===== config.mk =====
export PLATFORM = sky130hd
export DESIGN_NAME = can_rx_frame_ctrl
export DESIGN_NICKNAME = d
export VERILOG_FILES = /design/src/rtl/can_rx_frame_ctrl.sv
export SDC_FILE = /design/constraint.sdc
export NUM_CORES = 1
export LEC_CHECK = 0
export ABC_AREA = 1
export CAP_MARGIN = 20
export CORE_ASPECT_RATIO = 0.5
export CORE_MARGIN = 10
export CORE_UTILIZATION = 25
export CTS_BUF_LIST = sky130_fd_sc_hd__clkbuf_4
export DETAILED_ROUTE_END_ITERATION = 12
export HOLD_SLACK_MARGIN = 0.1
export PLACE_DENSITY = 0.48
export SKIP_LAST_GASP = 1
export SLEW_MARGIN = 20
export SYNTH_ARGS = -nofsm -noshare
export SYNTH_HDL_FRONTEND = slang
export SYNTH_SLANG_ARGS = --single-unit

===== constraint.sdc =====
create_clock -name clk -period 3.65 [get_ports clk]
set_clock_uncertainty 0.2 [all_clocks]
set_input_delay 0.5475 -clock clk [delete_from_list [all_inputs] [get_ports clk]]
set_output_delay 0.5475 -clock clk [all_outputs]
set_load 0.02 [all_outputs]

===== src/rtl/can_rx_frame_ctrl.sv =====
// CAN 2.0 receive frame sequencer: bus-idle/SOF detection, bit destuffing,
// IDE/RTR/DLC capture and frame-length tracking up to the CRC field.
module can_rx_frame_ctrl #(
    parameter int unsigned clk_speed_MHz      = 100,
    parameter int unsigned can_bit_rate_Kbits = 1000,
    parameter int unsigned IDLE_BITS          = 11
) (
    input  logic       clk,
    input  logic       rst_n,
    input  logic       din,
    input  logic       sample_dout,
    input  logic       sample_dvalid,
    output logic       sample_en,
    output logic       bit_out,
    output logic       bit_valid,
    output logic       frame_start,
    output logic       crc_start,
    output logic       stuff_err,
    output logic       crc_stuff_next,
    output logic       ide,
    output logic       rtr,
    output logic [3:0] dlc,
    output logic       busy
);

    localparam int unsigned CLKS_PER_BIT = clk_speed_MHz * 1000 / can_bit_rate_Kbits;
    localparam int unsigned IDLE_CYCLES  = IDLE_BITS * CLKS_PER_BIT;
    localparam int unsigned IDLE_W       = $clog2(IDLE_CYCLES + 1);
    localparam int unsigned POS_W        = 7;
    localparam int unsigned RUN_W        = 3;

    typedef enum logic [1:0] {
        WAIT_IDLE = 2'd0,
        ARMED     = 2'd1,
        RECV      = 2'd2
    } state_t;

    state_t             state, state_d;
    logic [IDLE_W-1:0]  idle_cnt, idle_cnt_d;
    logic [POS_W-1:0]   pos, pos_d;
    logic [RUN_W-1:0]   run_len, run_len_d;
    logic               run_val, run_val_d;
    logic               sof_pending, sof_pending_d;

    logic       sample_en_d, bit_out_d, bit_valid_d, frame_start_d;
    logic       crc_start_d, stuff_err_d, crc_stuff_next_d;
    logic       ide_d, rtr_d, busy_d;
    logic [3:0] dlc_d;

    // Destuffed bit count from the first ID bit to the last data bit.
    function automatic logic [POS_W-1:0] frame_len(input logic f_ide, input logic f_rtr,
                                                   input logic [3:0] f_dlc);
        logic [POS_W-1:0] hdr;
        logic [POS_W-1:0] data;
        hdr = f_ide ? POS_W'(38) : POS_W'(18);
        if (f_rtr) begin
            data = '0;
        end else if (f_dlc[3]) begin
            data = POS_W'(64);
        end else begin
            data = POS_W'({f_dlc[2:0], 3'b000});
        end
        return hdr + data;
    endfunction

    // Next-state and next-output logic.
    always_comb begin
        state_d          = state;
        idle_cnt_d       = idle_cnt;
        pos_d            = pos;
        run_len_d        = run_len;
        run_val_d        = run_val;
        sof_pending_d    = sof_pending;
        sample_en_d      = sample_en;
        bit_out_d        = bit_out;
        bit_valid_d      = 1'b0;
        frame_start_d    = 1'b0;
        crc_start_d      = 1'b0;
        stuff_err_d      = 1'b0;
        crc_stuff_next_d = 1'b0;
        ide_d            = ide;
        rtr_d            = rtr;
        dlc_d            = dlc;

        case (state)
            WAIT_IDLE: begin
                if (!din) begin
                    idle_cnt_d = '0;
                end else if (idle_cnt == IDLE_W'(IDLE_CYCLES - 1)) begin
                    idle_cnt_d = '0;
                    state_d    = ARMED;
                end else begin
                    idle_cnt_d = idle_cnt + IDLE_W'(1);
                end
            end

            ARMED: begin
                if (!din) begin
                    state_d       = RECV;
                    frame_start_d = 1'b1;
                    sample_en_d   = 1'b1;
                    pos_d         = '0;
                    run_len_d     = '0;
                    run_val_d     = 1'b0;
                    sof_pending_d = 1'b1;
                    ide_d         = 1'b0;
                    rtr_d         = 1'b0;
                    dlc_d         = '0;
                end
            end

            RECV: begin
                if (sample_dvalid) begin
                    if (sof_pending) begin
                        if (!sample_dout) begin
                            sof_pending_d = 1'b0;
                            run_val_d     = 1'b0;
                            run_len_d     = RUN_W'(1);
                        end else begin
                            state_d     = WAIT_IDLE;
                            sample_en_d = 1'b0;
                        end
                    end else if (run_len == RUN_W'(5)) begin
                        // Stuff bit: must oppose the run, never forwarded.
                        if (sample_dout != run_val) begin
                            run_val_d = sample_dout;
                            run_len_d = RUN_W'(1);
                        end else begin
                            stuff_err_d = 1'b1;
                            state_d     = WAIT_IDLE;
                            sample_en_d = 1'b0;
                        end
                    end else begin
                        run_len_d   = (sample_dout == run_val) ? run_len + RUN_W'(1) : RUN_W'(1);
                        run_val_d   = sample_dout;
                        pos_d       = pos + POS_W'(1);
                        bit_out_d   = sample_dout;
                        bit_valid_d = 1'b1;

                        if (pos_d == POS_W'(12)) rtr_d = sample_dout;
                        if (pos_d == POS_W'(13)) ide_d = sample_dout;
                        if (!ide && pos_d >= POS_W'(15) && pos_d <= POS_W'(18)) begin
                            dlc_d = {dlc[2:0], sample_dout};
                        end
                        if (ide && pos_d == POS_W'(32)) rtr_d = sample_dout;
                        if (ide && pos_d >= POS_W'(35) && pos_d <= POS_W'(38)) begin
                            dlc_d = {dlc[2:0], sample_dout};
                        end

                        if (pos_d == frame_len(ide_d, rtr_d, dlc_d)) begin
                            crc_start_d      = 1'b1;
                            crc_stuff_next_d = (run_len_d == RUN_W'(5));
                            state_d          = WAIT_IDLE;
                            sample_en_d      = 1'b0;
                        end
                    end
                end
            end

            default: begin
                state_d     = WAIT_IDLE;
                idle_cnt_d  = '0;
                sample_en_d = 1'b0;
            end
        endcase

        busy_d = (state_d == RECV);
    end

    // State, datapath and registered outputs.
    always_ff @(posedge clk or negedge rst_n) begin
        if (!rst_n) begin
            state          <= WAIT_IDLE;
            idle_cnt       <= '0;
            pos            <= '0;
            run_len        <= '0;
            run_val        <= 1'b0;
            sof_pending    <= 1'b0;
            sample_en      <= 1'b0;
            bit_out        <= 1'b0;
            bit_valid      <= 1'b0;
            frame_start    <= 1'b0;
            crc_start      <= 1'b0;
            stuff_err      <= 1'b0;
            crc_stuff_next <= 1'b0;
            ide            <= 1'b0;
            rtr            <= 1'b0;
            dlc            <= '0;
            busy           <= 1'b0;
        end else begin
            state          <= state_d;
            idle_cnt       <= idle_cnt_d;
            pos            <= pos_d;
            run_len        <= run_len_d;
            run_val        <= run_val_d;
            sof_pending    <= sof_pending_d;
            sample_en      <= sample_en_d;
            bit_out        <= bit_out_d;
            bit_valid      <= bit_valid_d;
            frame_start    <= frame_start_d;
            crc_start      <= crc_start_d;
            stuff_err      <= stuff_err_d;
            crc_stuff_next <= crc_stuff_next_d;
            ide            <= ide_d;
            rtr            <= rtr_d;
            dlc            <= dlc_d;
            busy           <= busy_d;
        end
    end

endmodule


==> summary.md, run 1 <==
| Metric | Value |
|---|---|
| DR DRC count | `0` |
| Sequential share of power | `between 20% and 30%` |
| Main synth FF type | `dfrtp_1` |
| Setup-failing EPs final | `4` |
| Port bufs | `18` |
| Final Cycle Share | `101%` |
| Routability cong. | `~0.83` |
| Yosys Warn Count | `0` |
| Cell taking the most area after synthesis | `dfrtp_1` |
| Fin. Hold Viols | `0` |
| First drt pass iteration count | `5` |
| Syn avg cell area | `7.58 um2` |
| Area growth syn-to-layout | `29.2%` |
| Synth Instances | `340` |
| Die H | `between 90 and 100 um` |
| Area of the mapped netlist | `between 2000 and 3000 um2` |
| WP data required | `3740 ps` |
| Skew-Pair Late Insertion Delay | `approximately 370 ps` |
| Leak Pwr | `between 1.5 and 2 nW` |
| Die area | `around 15,000 um2` |
| Die width | `164 um` |
| Power share of the clock group | `roughly 14%` |
| Maximum number of pins on one net before global-route repair | `40` |
| First-pass GRT wire length | `about 11 mm` |
| Status | `complete, but fails checks` |
| Core ar. | `approximately 10,000 um2` |
| CP Capture Type | `flip-flop` |
| GR Util met2 | `between 10% and 20%` |
| NetSw | `around 0.9 mW` |
| Busiest grt layer | `met2` |
| Synth area leaders | `dfrtp_1 38%, nand2_1 11%, inv_1 6.6%, ha_1 6.3%, nor2_1 6.0%` |
| Power, Total | `around 2.1 mW` |
| Overall routing resource usage | `under 10%` |
| Clk buf depth | `2` |
| Max Cap Violations | `0` |
| Pwr Density | `roughly 640 nW/um2` |
| Clock slew at reported path FFs | `140 ps` |
| CTS buffer count | `5` |
| Peak supply drop | `approximately 0.14 mV` |
| GRT overflow | `0` |
| Max-slew violations | `0` |
| Fraction of power consumed by combinational cells | `57.7%` |
| Failing checks | `setup timing` |
| Global Route met3 Usage | `under 10%` |
| Final core occ | `between 30% and 40%` |
| Asr flop ratio synth | `100%` |
| Internal Power | `between 1 and 1.5 mW` |
| Pre-CTS setup slack | `-64.8 ps` |
| FF-to-FF path depth | `26` |
| Synth top area share | `a little under two fifths` |
| Layout cells sized above 1 | `25.1%` |
| WL/cell | `12.0 um` |
| # fillers | `approximately 1,100` |
| Final worst slack | `-37.0 ps` |
| Register area share after synthesis | `37.9%` |
| DR vias | `roughly 2,300` |
| Slew margin rel. | `between 30% and 40%` |
| Count leader, synth | `nand2_1` |
| Total Wirelength | `about 6.4 mm` |
| RSZ-0062 raised after global routing | `yes` |
| Top Ports | `19` |
| Vias in the first global route | `2,356` |
| H-tree Lvls | `2` |
| CP Class | `reg2reg` |
| Seq cells post-synth | `39` |
| Worst hold path type | `in2async` |
| CTS root buf | `clkbuf_4` |
| Nets | `around 410` |
| Most frequent cells after synthesis | `73 x nand2_1, 45 x inv_1, 41 x nor2_1, 39 x dfrtp_1, 16 x nand3_1` |
| Via/cell ratio | `4.37` |
| CTS tree | `done` |
| GR Util met1 | `between 10 and 15%` |
| Initial DRC Count | `~100` |
| Switch share | `a little over two fifths` |
| # rows | `26` |
| Least-Margin Pin Slew | `just over 900 ps` |
| Post-synth EDFFs | `0` |
| Synth unique cells | `34` |
| Ant diodes | `0` |
| Fmax | `roughly 0.27 GHz` |
| Startpoint types | `flip-flop` |
| Clk sink count | `39` |
| Final min period | `between 3000 and 4000 ps` |
| Max FO, Critical Path | `7` |
| DP HPWL | `approximately 4.9 mm` |
| Initial core utilization | `about 25%` |
| Antenna violations before repair | `0` |
| Syn_nets | `~360` |
| WP data arrival | `between 3000 and 4000 ps` |
| Post-DRT Antenna Nets | `0` |
worst max-delay path, cell delays in order, from the launching register on:
cell     delay [ps]
dfrtp_2         470
inv_1           110
buf_4           120
ha_1            180
nor2_1           60
nor2_1          110
nand2_1          70
nand2_1          70
nand2_1          60
nand2_2         110
nand2_4          90
nand2_2          80
nand2_2          60
nand2_2          70
nor2_1           50
ha_2            170
fa_1            450
xor2_1          180
nor3_1          170
nand3_1         160
a21oi_4         180
nand3_2          90
nand2_1          60
nand2_1          60
nand2_2          70
nand2_1          60
nor2_2           80
cell type report:
| class | instances | area (um2) | area share, % |
|---|---|---|---|
| clock buffers | 5 | 37.5 | 1.13 |
| clock inverters | 3 | 43.8 | 1.32 |
| inverters | 49 | 184 | 5.52 |
| multi-input cells | 248 | 1480 | 44.4 |
| flip-flops and latches | 39 | 980 | 29.4 |
| well taps | 140 | 175 | 5.26 |
| repair buffers | 51 | 430 | 12.9 |
path summary, 6_finish.rpt:
| check | startpoint | endpoint | slack (ps) |
|---|---|---|---|
| max | pos[1]$_DFFE_PN0P_ | busy$_DFF_PN0_ | -40 |
| min | rst_n | ide$_DFFE_PN0P_ | 100 |
| max reg2reg | pos[1]$_DFFE_PN0P_ | busy$_DFF_PN0_ | -40 |
| min reg2reg | sample_en$_DFFE_PN0P_ | sample_en$_DFFE_PN0P_ | 320 |
| max in group asynchronous | rst_n | pos[2]$_DFFE_PN0P_ | 2530 |
| min in group clk | sample_en$_DFFE_PN0P_ | sample_en$_DFFE_PN0P_ | 320 |
stage by stage:
stage          area, um2  hold WS, ps  TNS, ps  std cells
2_1_floorplan       2580         51.9        0        340
3_3_place_gp        3120          292     -126        523
3_5_place_dp        3120          293     -220        523
4_1_cts             3230          137    -10.0        531
5_1_grt             3330          161    -1620        535
6_report            3330          100    -86.0        535
layer usage:
metal / vias up / share of wire (%)
li1: 1204 / -
met1: 1108 / 50
met2: 16 / 47
met3: 8 / 1.7
met4: 0 / 1.3
met5: - / 0
sequential cells by signal, indices dropped and copies added, names as in the netlist:
signal,cells
bit_out,1
bit_valid,1
busy,1
crc_start,1
crc_stuff_next,1
dlc,4
frame_start,1
ide,1
idle_cnt,11
pos,7
rtr,1
run_len,3
run_val,1
sample_en,1
sof_pending,1
state,2
stuff_err,1
logic make-up after synthesis:
group	count (synthesis)	share of synthesized area (%)
buf+inv	53	8.01
fa+ha+maj	14	7.09
flops	39	37.9
compound gates	40	9.32
xor+xnor	10	3.40
simple gates	184	34.3
power groups by stage:
stage | Sequential, mW | Combinational (mW) | Clock [mW]
after CTS | 0.595 | 1.14 | 0.318
final | 0.597 | 1.23 | 0.305
after detailed placement | 0.598 | 1.11 | 0
after floorplan | 0.631 | 0.619 | 0
after global routing | 0.611 | 1.37 | 0.331
after global placement | 0.595 | 1.12 | 0
cell usage in the layout, fill, tap and decap left out, drive strengths merged:
cell | synthesis | routed
a21oi | 9 | 9
a31oi | 1 | 1
and3 | 1 | 1
buf | 1 | 34
bufinv | 0 | 1
clkbuf | 3 | 5
clkdlybuf4s50 | 0 | 17
clkinv | 2 | 4
dfrtp | 39 | 39
fa | 1 | 1
ha | 13 | 13
inv | 47 | 47
nand2 | 90 | 90
nand3 | 22 | 22
nand3b | 1 | 1
nand4 | 9 | 9
nor2 | 47 | 47
nor3 | 9 | 9
nor3b | 1 | 1
nor4 | 3 | 3
o21ai | 16 | 16
o21bai | 1 | 1
o221ai | 1 | 1
o22ai | 11 | 11
o41ai | 1 | 1
or2 | 1 | 1
xnor2 | 3 | 3
xor2 | 7 | 7
timing repair:
action,CTS,global route
pin swaps,5,10
hold buffers,0,0
setup endpoints to repair,5,6
setup buffers,0,4
resized for setup,9,20
gates cloned,0,0
Power figures use the tool's default switching activity.
==> run 2, diff against run 1 <==
--- a/config.mk
+++ b/config.mk
@@ -6,7 +6,6 @@
 export NUM_CORES = 1
 export LEC_CHECK = 0
 export ABC_AREA = 1
-export CAP_MARGIN = 20
 export CORE_ASPECT_RATIO = 0.5
 export CORE_MARGIN = 10
 export CORE_UTILIZATION = 25
==> results of run 2 <==
No change in the layout: final DEF, timing and power equal those of run 1.
==> run 3, diff against run 2 <==
--- a/config.mk
+++ b/config.mk
@@ -14,7 +14,6 @@
 export HOLD_SLACK_MARGIN = 0.1
 export PLACE_DENSITY = 0.48
 export SKIP_LAST_GASP = 1
-export SLEW_MARGIN = 20
 export SYNTH_ARGS = -nofsm -noshare
 export SYNTH_HDL_FRONTEND = slang
 export SYNTH_SLANG_ARGS = --single-unit
==> results of run 3 <==
No change in the layout: final DEF, timing and power equal those of run 1.
